<file path="config.mk">
export PLATFORM = sky130hd
export DESIGN_NAME = julia_frame_sched
export DESIGN_NICKNAME = d
export VERILOG_FILES = /design/src/rtl/julia_pkg.sv /design/src/rtl/julia_shade_lut.sv /design/src/rtl/julia_frame_sched.sv
export SDC_FILE = /design/constraint.sdc
export NUM_CORES = 1
export LEC_CHECK = 0
export CORE_MARGIN = 2
export CORE_UTILIZATION = 40
export DETAILED_ROUTE_END_ITERATION = 7
export PLACE_DENSITY_LB_ADDON = 0.12
export SYNTH_ARGS = -nofsm -noshare
export SYNTH_HDL_FRONTEND = slang
export SYNTH_SLANG_ARGS = --single-unit
</file>
<file path="constraint.sdc">
create_clock -name CLK -period 6.9 [get_ports CLK]
set_input_delay 0.69 -clock CLK [delete_from_list [all_inputs] [get_ports CLK]]
set_output_delay 0.69 -clock CLK [all_outputs]
set_load 0.01 [all_outputs]
</file>
<file path="src/rtl/julia_pkg.sv">
// Shared types for the Julia-set frame scheduler: Q8.24 fixed point, config addresses, FSM states
// and the log-shading curve used by julia_shade_lut.
package julia_pkg;

  localparam int unsigned FRAC_BITS = 24;
  localparam int unsigned X_W       = 10;
  localparam int unsigned Y_W       = 9;

  typedef logic signed [31:0] fix_t;

  typedef enum logic [2:0] {
    CFG_C_RE   = 3'd0,
    CFG_C_IM   = 3'd1,
    CFG_RE_MIN = 3'd2,
    CFG_IM_MAX = 3'd3,
    CFG_STEP   = 3'd4
  } cfg_addr_e;

  typedef enum logic [2:0] {
    StIdle,
    StLoad,
    StIssue,
    StDrain,
    StDone
  } sched_state_e;

  // Piecewise-linear 32*log2(iter+1): integer part from the MSB, 5 fraction bits below it.
  function automatic logic [7:0] log_shade(input logic [7:0] iter);
    logic [8:0]  v;
    logic [3:0]  k;
    logic [13:0] norm;
    logic [8:0]  s;
    v = {1'b0, iter} + 9'd1;
    k = '0;
    for (int i = 0; i < 9; i++) begin
      if (v[i]) k = 4'(i);
    end
    norm = {v, 5'b0} >> k;
    s = {k, norm[4:0]};
    return s[8] ? 8'hFF : s[7:0];
  endfunction

endpackage

</file>
<file path="src/rtl/julia_shade_lut.sv">
// Registered 256-entry log-shading ROM: iteration count in, 8-bit intensity out one cycle later.
module julia_shade_lut
  import julia_pkg::*;
(
  input  logic       CLK,
  input  logic       RESET,
  input  logic [7:0] iter,
  output logic [7:0] shade
);

  always_ff @(posedge CLK) begin
    if (RESET) begin
      shade <= '0;
    end else begin
      shade <= log_shade(iter);
    end
  end

endmodule

</file>
<file path="src/rtl/julia_frame_sched.sv">
// Julia-set frame scheduler: raster-scans the viewport, issues pixel jobs to the iteration engine
// and writes shaded results to the framebuffer. Define SMOOTH_SHADE_EN for log shading.
module julia_frame_sched
  import julia_pkg::*;
#(
  parameter int unsigned IMG_W     = 640,
  parameter int unsigned IMG_H     = 480,
  parameter int unsigned MAX_ITER  = 100,
  parameter int unsigned MAX_OUTST = 8,
  parameter int unsigned INT_SCALE = 2
) (
  input  logic           CLK,
  input  logic           RESET,
  input  logic           cfg_we,
  input  logic [2:0]     cfg_addr,
  input  logic [31:0]    cfg_data,
  input  logic           start,
  output logic           busy,
  output logic           done,
  output logic [15:0]    frame_cnt,
  output logic           job_valid,
  input  logic           job_ready,
  output logic [31:0]    job_z_re,
  output logic [31:0]    job_z_im,
  output logic [31:0]    job_c_re,
  output logic [31:0]    job_c_im,
  output logic [X_W-1:0] job_x,
  output logic [Y_W-1:0] job_y,
  input  logic           res_valid,
  output logic           res_ready,
  input  logic [7:0]     res_iter,
  input  logic [X_W-1:0] res_x,
  input  logic [Y_W-1:0] res_y,
  output logic           pix_we,
  output logic [X_W-1:0] pix_x,
  output logic [Y_W-1:0] pix_y,
  output logic [7:0]     pix_int
);

  localparam int unsigned    OW        = $clog2(MAX_OUTST + 1);
  localparam logic [X_W-1:0] X_LAST    = X_W'(IMG_W - 1);
  localparam logic [Y_W-1:0] Y_LAST    = Y_W'(IMG_H - 1);
  localparam logic [OW-1:0]  OUTST_MAX = OW'(MAX_OUTST);

  sched_state_e   state_q, state_d;
  fix_t           sh_c_re_q, sh_c_im_q, sh_re_min_q, sh_im_max_q, sh_step_q;
  fix_t           wk_c_re_q, wk_c_im_q, wk_re_min_q, wk_step_q;
  fix_t           z_re_q, z_im_q;
  logic [X_W-1:0] x_q;
  logic [Y_W-1:0] y_q;
  logic [OW-1:0]  outst_q;
  logic [15:0]    frame_cnt_q;
  logic           rdy_q;
  logic           pix_we_q;
  logic [X_W-1:0] pix_x_q;
  logic [Y_W-1:0] pix_y_q;
  logic [7:0]     pix_int_q;
  logic           job_fire, res_fire, last_pix, pix_pend, interior;

  assign job_valid = (state_q == StIssue) && (outst_q < OUTST_MAX);
  assign job_fire  = job_valid && job_ready;
  assign res_ready = rdy_q;
  assign res_fire  = res_valid && rdy_q;
  assign last_pix  = (x_q == X_LAST) && (y_q == Y_LAST);
  assign interior  = 32'(res_iter) >= MAX_ITER;

  always_ff @(posedge CLK) begin
    if (RESET) begin
      sh_c_re_q   <= '0;
      sh_c_im_q   <= '0;
      sh_re_min_q <= '0;
      sh_im_max_q <= '0;
      sh_step_q   <= '0;
    end else if (cfg_we) begin
      case (cfg_addr)
        CFG_C_RE:   sh_c_re_q   <= cfg_data;
        CFG_C_IM:   sh_c_im_q   <= cfg_data;
        CFG_RE_MIN: sh_re_min_q <= cfg_data;
        CFG_IM_MAX: sh_im_max_q <= cfg_data;
        CFG_STEP:   sh_step_q   <= cfg_data;
        default:    ;
      endcase
    end
  end

  always_comb begin
    state_d = state_q;
    unique case (state_q)
      StIdle:  if (start) state_d = StLoad;
      StLoad:  state_d = StIssue;
      StIssue: if (job_fire && last_pix) state_d = StDrain;
      StDrain: if ((outst_q == '0) && !pix_pend) state_d = StDone;
      StDone:  state_d = StIdle;
      default: state_d = StIdle;
    endcase
  end

  always_ff @(posedge CLK) begin
    if (RESET) begin
      state_q     <= StIdle;
      outst_q     <= '0;
      rdy_q       <= 1'b0;
      frame_cnt_q <= '0;
    end else begin
      state_q <= state_d;
      rdy_q   <= 1'b1;
      if (state_q == StLoad) begin
        outst_q <= '0;
      end else if (job_fire && !res_fire) begin
        outst_q <= outst_q + OW'(1);
      end else if (!job_fire && res_fire) begin
        outst_q <= outst_q - OW'(1);
      end
      if (state_q == StDone) frame_cnt_q <= frame_cnt_q + 16'd1;
    end
  end

  // Working copies are frozen for the whole frame so mid-frame config writes only hit the shadows.
  always_ff @(posedge CLK) begin
    if (RESET) begin
      wk_c_re_q   <= '0;
      wk_c_im_q   <= '0;
      wk_re_min_q <= '0;
      wk_step_q   <= '0;
      x_q         <= '0;
      y_q         <= '0;
      z_re_q      <= '0;
      z_im_q      <= '0;
    end else if (state_q == StLoad) begin
      wk_c_re_q   <= sh_c_re_q;
      wk_c_im_q   <= sh_c_im_q;
      wk_re_min_q <= sh_re_min_q;
      wk_step_q   <= sh_step_q;
      x_q         <= '0;
      y_q         <= '0;
      z_re_q      <= sh_re_min_q;
      z_im_q      <= sh_im_max_q;
    end else if (job_fire) begin
      if (x_q == X_LAST) begin
        x_q    <= '0;
        z_re_q <= wk_re_min_q;
        y_q    <= y_q + Y_W'(1);
        z_im_q <= z_im_q - wk_step_q;
      end else begin
        x_q    <= x_q + X_W'(1);
        z_re_q <= z_re_q + wk_step_q;
      end
    end
  end

`ifdef SMOOTH_SHADE_EN
  logic           s1_valid_q, s1_interior_q;
  logic [X_W-1:0] s1_x_q;
  logic [Y_W-1:0] s1_y_q;
  logic [7:0]     shade;

  julia_shade_lut u_shade_lut (
    .CLK  (CLK),
    .RESET(RESET),
    .iter (res_iter),
    .shade(shade)
  );

  always_ff @(posedge CLK) begin
    if (RESET) begin
      s1_valid_q    <= 1'b0;
      s1_interior_q <= 1'b0;
      s1_x_q        <= '0;
      s1_y_q        <= '0;
      pix_we_q      <= 1'b0;
      pix_x_q       <= '0;
      pix_y_q       <= '0;
      pix_int_q     <= '0;
    end else begin
      s1_valid_q <= res_fire;
      if (res_fire) begin
        s1_interior_q <= interior;
        s1_x_q        <= res_x;
        s1_y_q        <= res_y;
      end
      pix_we_q <= s1_valid_q;
      if (s1_valid_q) begin
        pix_x_q   <= s1_x_q;
        pix_y_q   <= s1_y_q;
        pix_int_q <= s1_interior_q ? 8'd0 : shade;
      end
    end
  end

  assign pix_pend = s1_valid_q;
`else
  logic [31:0] lin_prod;
  logic [7:0]  lin_int;

  assign lin_prod = 32'(res_iter) * INT_SCALE;
  assign lin_int  = interior ? 8'd0 : ((lin_prod > 32'd255) ? 8'hFF : lin_prod[7:0]);

  always_ff @(posedge CLK) begin
    if (RESET) begin
      pix_we_q  <= 1'b0;
      pix_x_q   <= '0;
      pix_y_q   <= '0;
      pix_int_q <= '0;
    end else begin
      pix_we_q <= res_fire;
      if (res_fire) begin
        pix_x_q   <= res_x;
        pix_y_q   <= res_y;
        pix_int_q <= lin_int;
      end
    end
  end

  assign pix_pend = 1'b0;
`endif

  assign busy      = (state_q == StLoad) || (state_q == StIssue) || (state_q == StDrain);
  assign done      = (state_q == StDone);
  assign frame_cnt = frame_cnt_q;
  assign job_z_re  = z_re_q;
  assign job_z_im  = z_im_q;
  assign job_c_re  = wk_c_re_q;
  assign job_c_im  = wk_c_im_q;
  assign job_x     = x_q;
  assign job_y     = y_q;
  assign pix_we    = pix_we_q;
  assign pix_x     = pix_x_q;
  assign pix_y     = pix_y_q;
  assign pix_int   = pix_int_q;

endmodule

</file>
==> Yosys cells after proc, flatten, opt, wreduce, memory -nomap -nowiden <==
Cells that the tools add are included.
{ "totals": {"register_bits": 423, "output_inout_bits": 195, "in_bits": 68} }
{ "op_classes": {"addsub": 7, "n_lt_le_gt_ge": 3, "reduce_logical": 26, "n_mux": 16, "n_eq_ne": 13} }
{ "op_table": {"columns": ["cell", "n"], "rows": [
  ["two-way mux 32 bit", 6],
  ["adder 32 bit", 1],
  ["subtractor 32 bit", 1],
  ["adder 16 x 1 -> 16 bit, second input constant", 1],
  ["two-way mux 8 bit", 2],
  ["AND reduction 2 bit", 7],
  ["equality test 3 x 2 -> 1 bit, second input constant", 4],
  ["one-hot mux 3 bit (4 select lines)", 1],
  ["adder 10 x 1 -> 10 bit, second input constant", 1],
  ["equality test 10 bit, second input constant", 1],
  ["two-way mux 10 bit", 1],
  ["adder 9 x 1 -> 9 bit, second input constant", 1],
  ["equality test 9 bit, second input constant", 1],
  ["greater-than comparator 9 x 8 -> 1 bit, second input constant", 1],
  ["two-way mux 3 bit", 3],
  [">= comparator 8 x 7 -> 1 bit, second input constant", 1],
  ["two-way mux 4 bit", 2],
  ["logical AND 1 bit", 7],
  ["equality test 3 x 1 -> 1 bit, second input constant", 2],
  ["equality test 3 bit, second input constant", 2],
  ["logical NOT 3 bit", 2],
  ["nonzero test 2 bit", 3],
  ["adder 4 x 1 -> 4 bit, second input constant", 1],
  ["logical NOT 4 bit", 1],
  ["9 further kinds", 12]
]} }

==> Logic depth before layout (Yosys ltp) <==
Gate-level depths: netlist (run 1).
{ "logic_depth": {"ltp_word": 7, "ltp_mapped": 14, "mapped_depth_nobuf": 12} }

==> Worst setup path after synthesis (run 1) <==
OpenSTA, ideal clock, no wires.
{ "synth_timing": {"kind": "flip-flop to flip-flop", "start": "register state_q[0]", "end": "register outst_q[3]", "setup_ps": 70, "required_time_ps": 6830, "path_stages_with_launch": 15, "synth_period_minus_slack_ps": 3022, "path_slack_ps": 3878, "n_path_buf": 3, "arrival_ps": 2952, "path_cell_list": "dfxtp_1 > buf_2 > nor4b_4 > nand2_2 > inv_1 > clkbuf_1 > buf_1 > ha_1 > inv_1 > ha_1 > a21o_1 > a21oi_1 > xnor2_1 > or3_1 > a21oi_1"} }
{ "synth_between": {"elab_chain_len": 6} }
{ "synth_lines": {"columns": ["element", "line_no", "text"], "rows": [
  ["start: declaration", "julia_frame_sched.sv:45", "sched_state_e state_q, state_d;"],
  ["start signal: assignment", "julia_frame_sched.sv:100", "state_q <= StIdle;"],
  ["start signal: assignment", "julia_frame_sched.sv:105", "state_q <= state_d;"],
  ["equality test 3 x 2 -> 1 bit *", "julia_frame_sched.sv:60", "assign job_valid = (state_q == StIssue) && (outst_q < OUTST_MAX);"],
  ["logical AND 1 bit *", "julia_frame_sched.sv:60", null],
  ["named net job_valid", "julia_frame_sched.sv:21", "output logic job_valid,"],
  ["logical AND 1 bit *", "julia_frame_sched.sv:61", "assign job_fire = job_valid && job_ready;"],
  ["named net job_fire", "julia_frame_sched.sv:58", "logic job_fire, res_fire, last_pix, pix_pend, interior;"],
  ["logical NOT 1 bit", "julia_frame_sched.sv:111", "end else if (!job_fire && res_fire) begin"],
  ["logical AND 1 bit", "julia_frame_sched.sv:111", null],
  ["nonzero test 2 bit (no line)", null, null],
  ["end signal: assignment", "julia_frame_sched.sv:110", "outst_q <= outst_q + OW'(1);"],
  ["end signal: assignment", "julia_frame_sched.sv:112", "outst_q <= outst_q - OW'(1);"],
  ["end: declaration", "julia_frame_sched.sv:51", "logic [OW-1:0] outst_q;"]
]} }
The timed path passes the listed nets; every way through them passes the cells marked *.
A chain may end at the register's enable or synchronous reset.

==> Worst setup path after layout (run 1) <==
{ "layout_timing": {"start": "input res_valid", "end": "register outst_q[3]"} }
{ "layout_between": {"elab_chain_len": 4} }
{ "layout_lines": {"columns": ["element", "line_no", "text"], "rows": [
  ["start: declaration", "julia_frame_sched.sv:29", "input logic res_valid,"],
  ["logical AND 1 bit *", "julia_frame_sched.sv:63", "assign res_fire = res_valid && rdy_q;"],
  ["logical NOT 1 bit", "julia_frame_sched.sv:109", "end else if (job_fire && !res_fire) begin"],
  ["logical AND 1 bit", "julia_frame_sched.sv:109", null],
  ["two-way mux 4 bit or nonzero test 2 bit (tied branches)", null, null]
]} }
Every way passes the cells marked *; elsewhere a longest branch is shown, timed or not.

==> flow_summary.toml, run 1 <==
[timing]
finClkSkew_ns = 0.02571
setup_slack_ns = 3.213
max_freq_mhz = 271.2
period_needed_ns = 3.687
final_max_slew_viol_count = 0
rsz0062_at_grt = "false"
min_period_over_period_pct = 53.43
setup_viol = 0
tns_ns = 0
hold_viol_final = 0
slew_headroom_pct = 22.05
tightestPinTransition_ns = 1.169

[logic_synthesis]
syn_inst = 2376
synth_nets = 2515
synth_common_cells = "743 x nand2_1, 423 x dfxtp_1, 412 x a21oi_1"
synth_warnings = 0
async_reset_ff_share_pct = 0
synth_area_leaders = "dfxtp_1 46%, nand2_1 15%, a21oi_1 11%, ha_1 4.6%, clkbuf_1 2.9%"
ys_seq_area_share_pct = 45.59
synth.top_cell.area_share_pct = 45.59
synth.avg_cell_area_um2 = 7.817
yosys.area.top_type = "dfxtp_1"
ys_ff_latch = 423
synth_edf_count = 0
synth_most_common_cell = "nand2_1"
netlist_area_um2 = 18570
ys.flop_type = "dfxtp_1"
synth_cell_types = 71

[floorplanning]
start_util_pct = 40.75
die_area_um2 = 48170
coreArea_um2 = 45580
ios = 263
die_width_um = 219.5
die_h_um = 219.5
num_rows = 78

[critical_path]
cp_slowest_cell = "and2_1"
cp.required_ns = 7.39
arrival_ns = 4.18
ff2ff_path_depth = 10
crit_buf_inv = 3
start_kind = "input port"
cp_top_family = "buffers and inverters"
crit_chain = "clkdlybuf4s50_1 -> and2_1 -> inv_1 -> ha_1 -> inv_1 -> ha_1 -> a21o_1 -> a21oi_1 -> xnor2_1 -> or3_1 -> a21oi_1"
crit_type = "input port to flip-flop"
cp_max_fo = 30
crit_path_max_incr_delay_ns = 0.69
cp.depth = 11
worstSetupEndpointType = "flip-flop"

[power_and_ir_drop]
p_comb_share_pct = 16.0
powerDensity_nw_per_um2 = 256.4
clockPowerShare_pct = 40.5
power.switching_uw = 1720
ir_worst_vdd_mv = 0.2347
cellInternalPower_uw = 4173
p_seq_share_pct = 43.5
p_leak_uw = 0.008148
switching_share_pct = 29.19

[drt]
wire_per_inst_um = 18.10
via_count = 17205
drt_iter0_drc = 1460
detail_route.vias_per_cell = 5.412
first_pass_iters = 8
drc = 0
final_antenna_net_count = 0
wl_mm = 57.54

[cts]
cts_made_buffers = 46
path_clk_slew_ns = 0.06
insertion_delay_ns = 0.59
cts_setup_buffers = 0
cts_buffer_depth = 3
hold_buffers = 0
htreeDepth = 2
postCtsResizedCells = 0
cts_tree = "built"
cts.sinks = 423
ctsRootBufferMaster = "clkbuf_16"

[global_routing]
grt_pass1_vias = 15696
grt_pass1_wl_mm = 88.60
grt_use_total_pct = 23.21
antenna_found_initial = 0
overflow = 0
grt_start_max_net_pins = 238

[finish]
layout-drive-gt1-share_pct = 4.188
diodes = 0
nNetsFinal = 2687
fillers = 4427
synthToLayoutAreaGrowth_pct = 23.73

[place]
port-buffer-count = 262
dp_hpwl_mm = 38.34
gp_congestion = 0.8641
pre_cts_slack_ns = 2.653

[min_path]
hold_path.class = "flip-flop to flip-flop"
hold_depth = 2

[outcome]
status = "finished, final reports clean"

[run]
maxCapViolCount = 0
tightest hold or removal path, cell delays in order (launching register included):
cell and delay, ns:
dfxtp_1 0.32, nand2_1 0.06, a21oi_1 0.05
flip-flops by register name (all words and copies together) (netlist names), 16 cells and up:
register,count
wk_step_q,32
job_c_im,32
sh_c_re_q,32
job_z_re,32
sh_re_min_q,32
sh_step_q,32
wk_re_min_q,32
job_z_im,32
sh_c_im_q,32
frame_cnt,16
job_c_re,32
sh_im_max_q,32
power by group through the flow:
stage	Combinational, uW	Clock (uW)	Sequential [uW]
finish	942	2390	2560
CTS	946	2450	2560
detailed placement	942	0	2610
floorplan	612	0	2600
global placement	940	0	2610
global route	1030	2550	2570
final cells by class:
class                           count  area [um2]  share of cell area, %
Sequential cell                   423        8468                  36.85
Timing Repair Buffer              276        2758                  12.00
Tap cell                          600       750.7                  3.267
Inverter                           47       176.4                 0.7677
Clock buffer                       64        1289                  5.608
Clock inverter                     15       151.4                 0.6588
Multi-Input combinational cell   1754        9388                  40.85
final timing paths:
path                       from  slack, ns            to
setup / recovery      res_valid       3.21    outst_q[3]
setup reg to reg      res_ready       3.43    outst_q[3]
hold reg to reg   sh_c_im_q[15]       0.44  job_c_im[15]
hold / removal    sh_c_im_q[15]       0.44  job_c_im[15]
placed cells by master (no fill, tap or decap), types with 7 or more instances in the layout:
cell type	n
a21o_1	30
a21oi_1	412
a221oi_1	10
a222oi_1	21
a22oi_1	23
a31oi_1	20
and3_1	13
buf_4	12
clkbuf_1	11
clkbuf_16	46
clkbuf_8	7
clkdlybuf4s50_1	261
clkinv_2	8
dfxtp_1	423
ha_1	68
inv_1	46
nand2_1	743
nand3_1	18
nand4_1	19
nor2_1	89
nor2b_1	9
nor3_1	12
o211ai_1	9
o21a_1	7
o21ai_0	43
o21ai_1	11
o21bai_1	8
o22ai_1	13
or3_1	9
xnor2_1	34
xor2_1	47
cells by family after synthesis:
| logic type | after synthesis | share of synthesized area (%) |
|---|---|---|
| adders and majority gates | 71 | 4.904 |
| DFF | 423 | 45.59 |
| muxes | 8 | 0.4514 |
| buffers and inverters | 199 | 4.042 |
| xor gates and xnor gates | 81 | 3.820 |
| and+or+nand+nor | 951 | 20.96 |
| AOI/OAI and AO/OA | 643 | 20.22 |
metal layers:
| layer | GRT usage, % | up-vias | share of wire, % |
|---|---|---|---|
| li1 | - | 8432 | - |
| met4 | 5.293 | 0 | 1.8 |
| met1 | 33.29 | 8181 | 48 |
| met3 | 4.306 | 73 | 6.6 |
| met2 | 36.07 | 519 | 44 |
| met5 | 0 | - | 0 |
per-stage QoR:
step | instances | cell area (um2) | hold WS, ns | total power, uW | util [%]
after floorplan | 2376 | 18570 | 0.4321 | 3210 | -
after global placement | 3100 | 21540 | 0.4362 | 3552 | 47.26
after detailed placement | 3100 | 21540 | 0.4432 | 3556 | 47.26
after CTS | 3179 | 22980 | 0.4437 | 5957 | 50.42
after global routing | 3179 | 22980 | 0.4643 | 6144 | 50.42
final | 3179 | 22980 | 0.4446 | 5893 | 50.42
No activity file was read; power rests on OpenSTA's default activity.
==> run 2, diff against run 1 <==
clock period = 3.74 ns   (was 6.9 ns; I/O delays follow)
==> run 2 against run 1 <==
Setup slack got worse by 2.6 ns. Critical path type is now flip-flop to flip-flop. Clock power rose by 100%. Die area did not move. Power rose by 92%. Cell count rose by 0.50%. Global-route usage rose by 0.56 points. Largest cell class unchanged. Final area rose by 1.0%. Via count rose by 0.10%.
==> flow_summary.toml, run 2 (same netlist as run 1, synthesis figures left out) <==
[outcome]
status = "finished, final reports clean"

[global_routing]
grt_pass1_vias = 16299
grt_use_total_pct = 23.77
overflow = 0
grt_start_max_net_pins = 212
grt_pass1_wl_mm = 90.69
antenna_found_initial = 0

[finish]
fin_util_pct = 50.95
nNetsFinal = 2698
diodes = 0
fin_cells = 3195
layout_commonest_cell = "nand2_1"
mostFrequentLayoutCells = "743 x nand2_1, 423 x dfxtp_1, 412 x a21oi_1"
fillers = 4418
layout-drive-gt1-share_pct = 4.855
synthToLayoutAreaGrowth_pct = 25.02

[timing]
final_max_slew_viol_count = 0
finClkSkew_ns = 0.01477
slew_headroom_pct = 20.57
period_needed_ns = 3.114
rsz0062_at_grt = "false"
setup_viol = 0
setup_slack_ns = 0.6260
max_freq_mhz = 321.1
hold_viol_final = 0
tns_ns = 0
tightestPinTransition_ns = 1.190
min_period_over_period_pct = 83.26

[floorplanning]
coreArea_um2 = 45580
die_h_um = 219.5
num_rows = 78
die_area_um2 = 48170
ios = 263
die_width_um = 219.5
start_util_pct = 40.75

[power_and_ir_drop]
ir_worst_vdd_mv = 0.3481
p_leak_uw = 0.008275
powerDensity_nw_per_um2 = 487.4
total_power_uw = 11320

[cts]
cts.sinks = 423
postCtsResizedCells = 0
ctsRootBufferMaster = "clkbuf_16"
hold_buffers = 0
cts_buffer_depth = 3
insertion_delay_ns = 0.59
htreeDepth = 2
cts_made_buffers = 46
path_clk_slew_ns = 0.06
cts_setup_buffers = 0
cts_tree = "built"

[drt]
drt_iter0_drc = 1205
via_count = 17223
first_pass_iters = 6
final_antenna_net_count = 0
drc = 0
wire_per_inst_um = 18.27
wl_mm = 58.38
detail_route.vias_per_cell = 5.391

[critical_path]
crit_chain = "inv_1 -> ha_1 -> nor2b_1 -> o31ai_1 -> a21oi_1 -> a221oi_2 -> o21ai_1 -> a41oi_1 -> o21ai_1 -> xnor2_1 -> o22ai_1"
cp.required_ns = 4.18
start_kind = "flip-flop"
path_common_cell = "o21ai_1"
cp_slowest_cell = "a41oi_1"
crit_path_max_incr_delay_ns = 0.49
cp_max_fo = 5
arrival_ns = 3.56
crit_type = "flip-flop to flip-flop"
worstSetupEndpointType = "flip-flop"

[min_path]
hold_path.class = "input port to flip-flop"

[place]
dp_hpwl_mm = 39.25
gp_congestion = 0.9122
placed_cells = 3111
port-buffer-count = 262
pre_cts_slack_ns = 0.6906

[run]
maxCapViolCount = 0
-- run 2: cell types whose count changed in the layout (fill, tap and decap cells not counted), moves of 2 or more --
cell,change
buf_4,+11
bufinv_16,+4
clkbuf_1,-3
clkbuf_8,+2
clkinvlp_4,+3
inv_6,-2
-- run 2: metal layers --
metal  wire length, um  vias to the layer above  GRT usage [%]
li1                  -                     8457              -
met1             28090                     8118          34.38
met2             25540                      577          36.70
met3              3627                       71          3.602
met4              1119                        0          6.441
met5                 0                        -              0
-- run 2: per-stage QoR --
step	instance area, um2	hold slack (ns)
4_1_cts	23220	0.1483
6_report	23220	0.1741
2_1_floorplan	18570	0.4321
5_1_grt	23220	0.1706
3_5_place_dp	21610	0.4435
3_3_place_gp	21610	0.4362
-- run 2: critical path: cells and delay by family, from the launching register on --
kind,cells,cell delay (ns)
AND/OR/NAND/NOR,1,0.14
flip-flops,1,0.44
buffers and inverters,1,0.07
XOR/XNOR,1,0.17
AO/OA/AOI/OAI,7,1.88
adder cells (fa/ha/maj),1,0.26
-- run 2: layout make-up --
class	instances	area [um2]	area share (%)
inverter	47	176.4	0.7598
sequential	423	8468	36.47
clock inverter	20	276.5	1.191
tap	600	750.7	3.233
clock buffer	64	1330	5.728
multi-input combinational	1754	9378	40.39
timing repair buffer	287	2840	12.23
-- run 2: where the power goes --
part | internal, uW | switching [uW] | leakage [uW] | total (uW)
Combinational | 558 | 1210 | 0.00407 | 1770
Clock | 2910 | 1920 | 0.000788 | 4820
Sequential | 4620 | 109 | 0.00342 | 4720
-- run 2: path summary, 6_finish.rpt --
path	from	to	slack, ns	depth (start not counted)
worst max-delay path	wk_step_q[1]	job_z_im[25]	0.63	11
worst min register to register	pix_int[3]	pix_int[3]	0.45	2
worst max register to register	wk_step_q[1]	job_z_im[25]	0.63	11
worst min-delay path	RESET	state_q[1]	0.17	2
==> run 3, diff against run 2 <==
clock period = 2.7 ns   (was 3.74 ns; I/O delays follow)
==> run 3 against run 2 <==
Maximum frequency increased by 19%. Largest power group unchanged. Highest routed layer unchanged. Critical path depth is the same. Count of clock-buffer cells in the layout up 4. First-iteration DRC count grew 28%. Sequential share of layout area is 1.5 points lower. Global-route usage up 0.26 points.
==> flow_summary.toml, run 3 (same netlist as run 1, synthesis figures left out) <==
[drt]
wl_mm = 58.98
first_pass_iters = 7
drc = 0
final_antenna_net_count = 0
detail_route.vias_per_cell = 5.337
via_count = 17463
drt_iter0_drc = 1546
wire_per_inst_um = 18.03

[place]
gp_congestion = 0.8730
placed_cell_area_um2 = 22200
port-buffer-count = 262
dp_hpwl_mm = 39.78
placed_cells = 3178

[run]
maxCapViolCount = 0

[timing]
slew_headroom_pct = 27.93
min_period_over_period_pct = 96.92
tightestPinTransition_ns = 1.081
rsz0062_at_grt = "true"
period_needed_ns = 2.617
finClkSkew_ns = 0.01743
setup_viol = 0
hold_viol_final = 0
max_freq_mhz = 382.2
final_max_slew_viol_count = 0
tns_ns = 0

[power_and_ir_drop]
powerDensity_nw_per_um2 = 670.4
total_power_uw = 16260
ir_worst_vdd_mv = 0.4206
p_leak_uw = 0.008760

[floorplanning]
die_area_um2 = 48170
die_width_um = 219.5
coreArea_um2 = 45580
die_h_um = 219.5
num_rows = 78
ios = 263
start_util_pct = 40.75

[critical_path]
start_kind = "flip-flop"
timing.rr.end = "job_z_re[24]"
reg2reg_setup_slack_ns = 0.08
ff2ff_path_depth = 11
worstSetupEndpointType = "flip-flop"
cp_max_fo = 4
crit_type = "flip-flop to flip-flop"
cp.required_ns = 3.16
arrival_ns = 3.08
rr_startpoint = "job_z_re[0]"

[cts]
cts_tree = "built"
path_clk_slew_ns = 0.06
insertion_delay_ns = 0.58
cts.sinks = 423
cts_buffer_depth = 3
htreeDepth = 2
cts_made_buffers = 47
ctsRootBufferMaster = "clkbuf_16"

[finish]
fin_area_um2 = 24260
synthToLayoutAreaGrowth_pct = 30.61
mostFrequentLayoutCells = "743 x nand2_1, 421 x dfxtp_1, 405 x a21oi_1"
nNetsFinal = 2774
fin_cells = 3272
layout-drive-gt1-share_pct = 9.132
diodes = 0
fillers = 4355
fin_util_pct = 53.23
layout_commonest_cell = "nand2_1"

[global_routing]
grt_use_total_pct = 24.02
antenna_found_initial = 0
grt_start_max_net_pins = 194
grt_pass1_vias = 16400
grt_pass1_wl_mm = 91.62
overflow = 0

[outcome]
status = "finished, final reports clean"

[min_path]
hold_path.class = "input port to flip-flop"
min_from = "res_x[8]"
hold_depth = 3
min_to = "pix_x[8]"
==> run 3: cell count changes in the layout (fill, tap and decap cells not counted), moves of 4 or more <==
cell     delta
a21oi_1     -7
a21oi_2     +7
a31oi_1     -5
a31oi_4     +4
buf_12      +7
buf_4      +66
o21ai_0     -4
==> run 3: layer usage <==
layer / wire length (um) / up-vias / global-route usage [%] / part of all wire [%]
met4: 1302 / 0 / 6.937 / 2.2
met3: 4191 / 87 / 4.707 / 7.1
met5: 0 / - / 0 / 0
met2: 25880 / 534 / 36.73 / 44
li1: - / 8589 / - / -
met1: 27610 / 8253 / 34.24 / 47
==> run 3: critical path, cell delays in order (launching register included) <==
cell and delay, ns:
dfxtp_1 0.31, ha_1 0.23, fa_2 0.35, a21o_1 0.22, o2bb2ai_2 0.15, or3_4 0.41, nand3_4 0.12, o21bai_4 0.11
a21oi_2 0.16, xor2_1 0.15, o21ai_0 0.08, a31o_2 0.24
==> run 3: worst max path at each step <==
stage	from	endpoint
after floorplan	state_q[0]	outst_q[3]
after global placement	job_z_re[0]	job_z_re[28]
after detailed placement	wk_step_q[0]	job_z_im[30]
after CTS	job_z_re[0]	job_z_re[28]
after global routing	wk_step_q[9]	job_z_im[26]
final	job_z_re[0]	job_z_re[24]
==> run 3: final cells by class <==
class	count	area (um2)	share of cell area, %
well taps	600	750.7	3.095
multi-input cells	1754	9703	40.00
repair buffers	362	3497	14.42
flip-flops and latches	423	8473	34.93
clock inverters	18	270.3	1.114
inverters	47	176.4	0.7273
clock buffers	68	1388	5.720
==> run 3: power by group <==
part           leakage, uW  switching, uW  total, uW  internal [uW]
Clock             0.000815           2640       6870           4230
Combinational      0.00453           1810       2890           1070
Sequential         0.00342            118       6510           6390
Total              0.00876           4570      16300          11700
==> run 3: repair_timing <==
action                                  CTS  global route
endpoints found under the setup margin   23            29
hold endpoints to repair                 18             0
setup buffers                             4             3
pin swaps                                 9            12
gates resized for setup                  28            41
hold buffers                              1             0
==> run 3: stage by stage <==
stage | hold WS [ns] | setup WS, ns
after detailed placement | 0.4432 | -0.2095
after CTS | 0.2249 | -0.008539
after floorplan | 0.4060 | 0.008778
final | 0.2578 | 0.08327
after global routing | 0.2461 | -0.06468
after global placement | 0.4344 | -0.1808
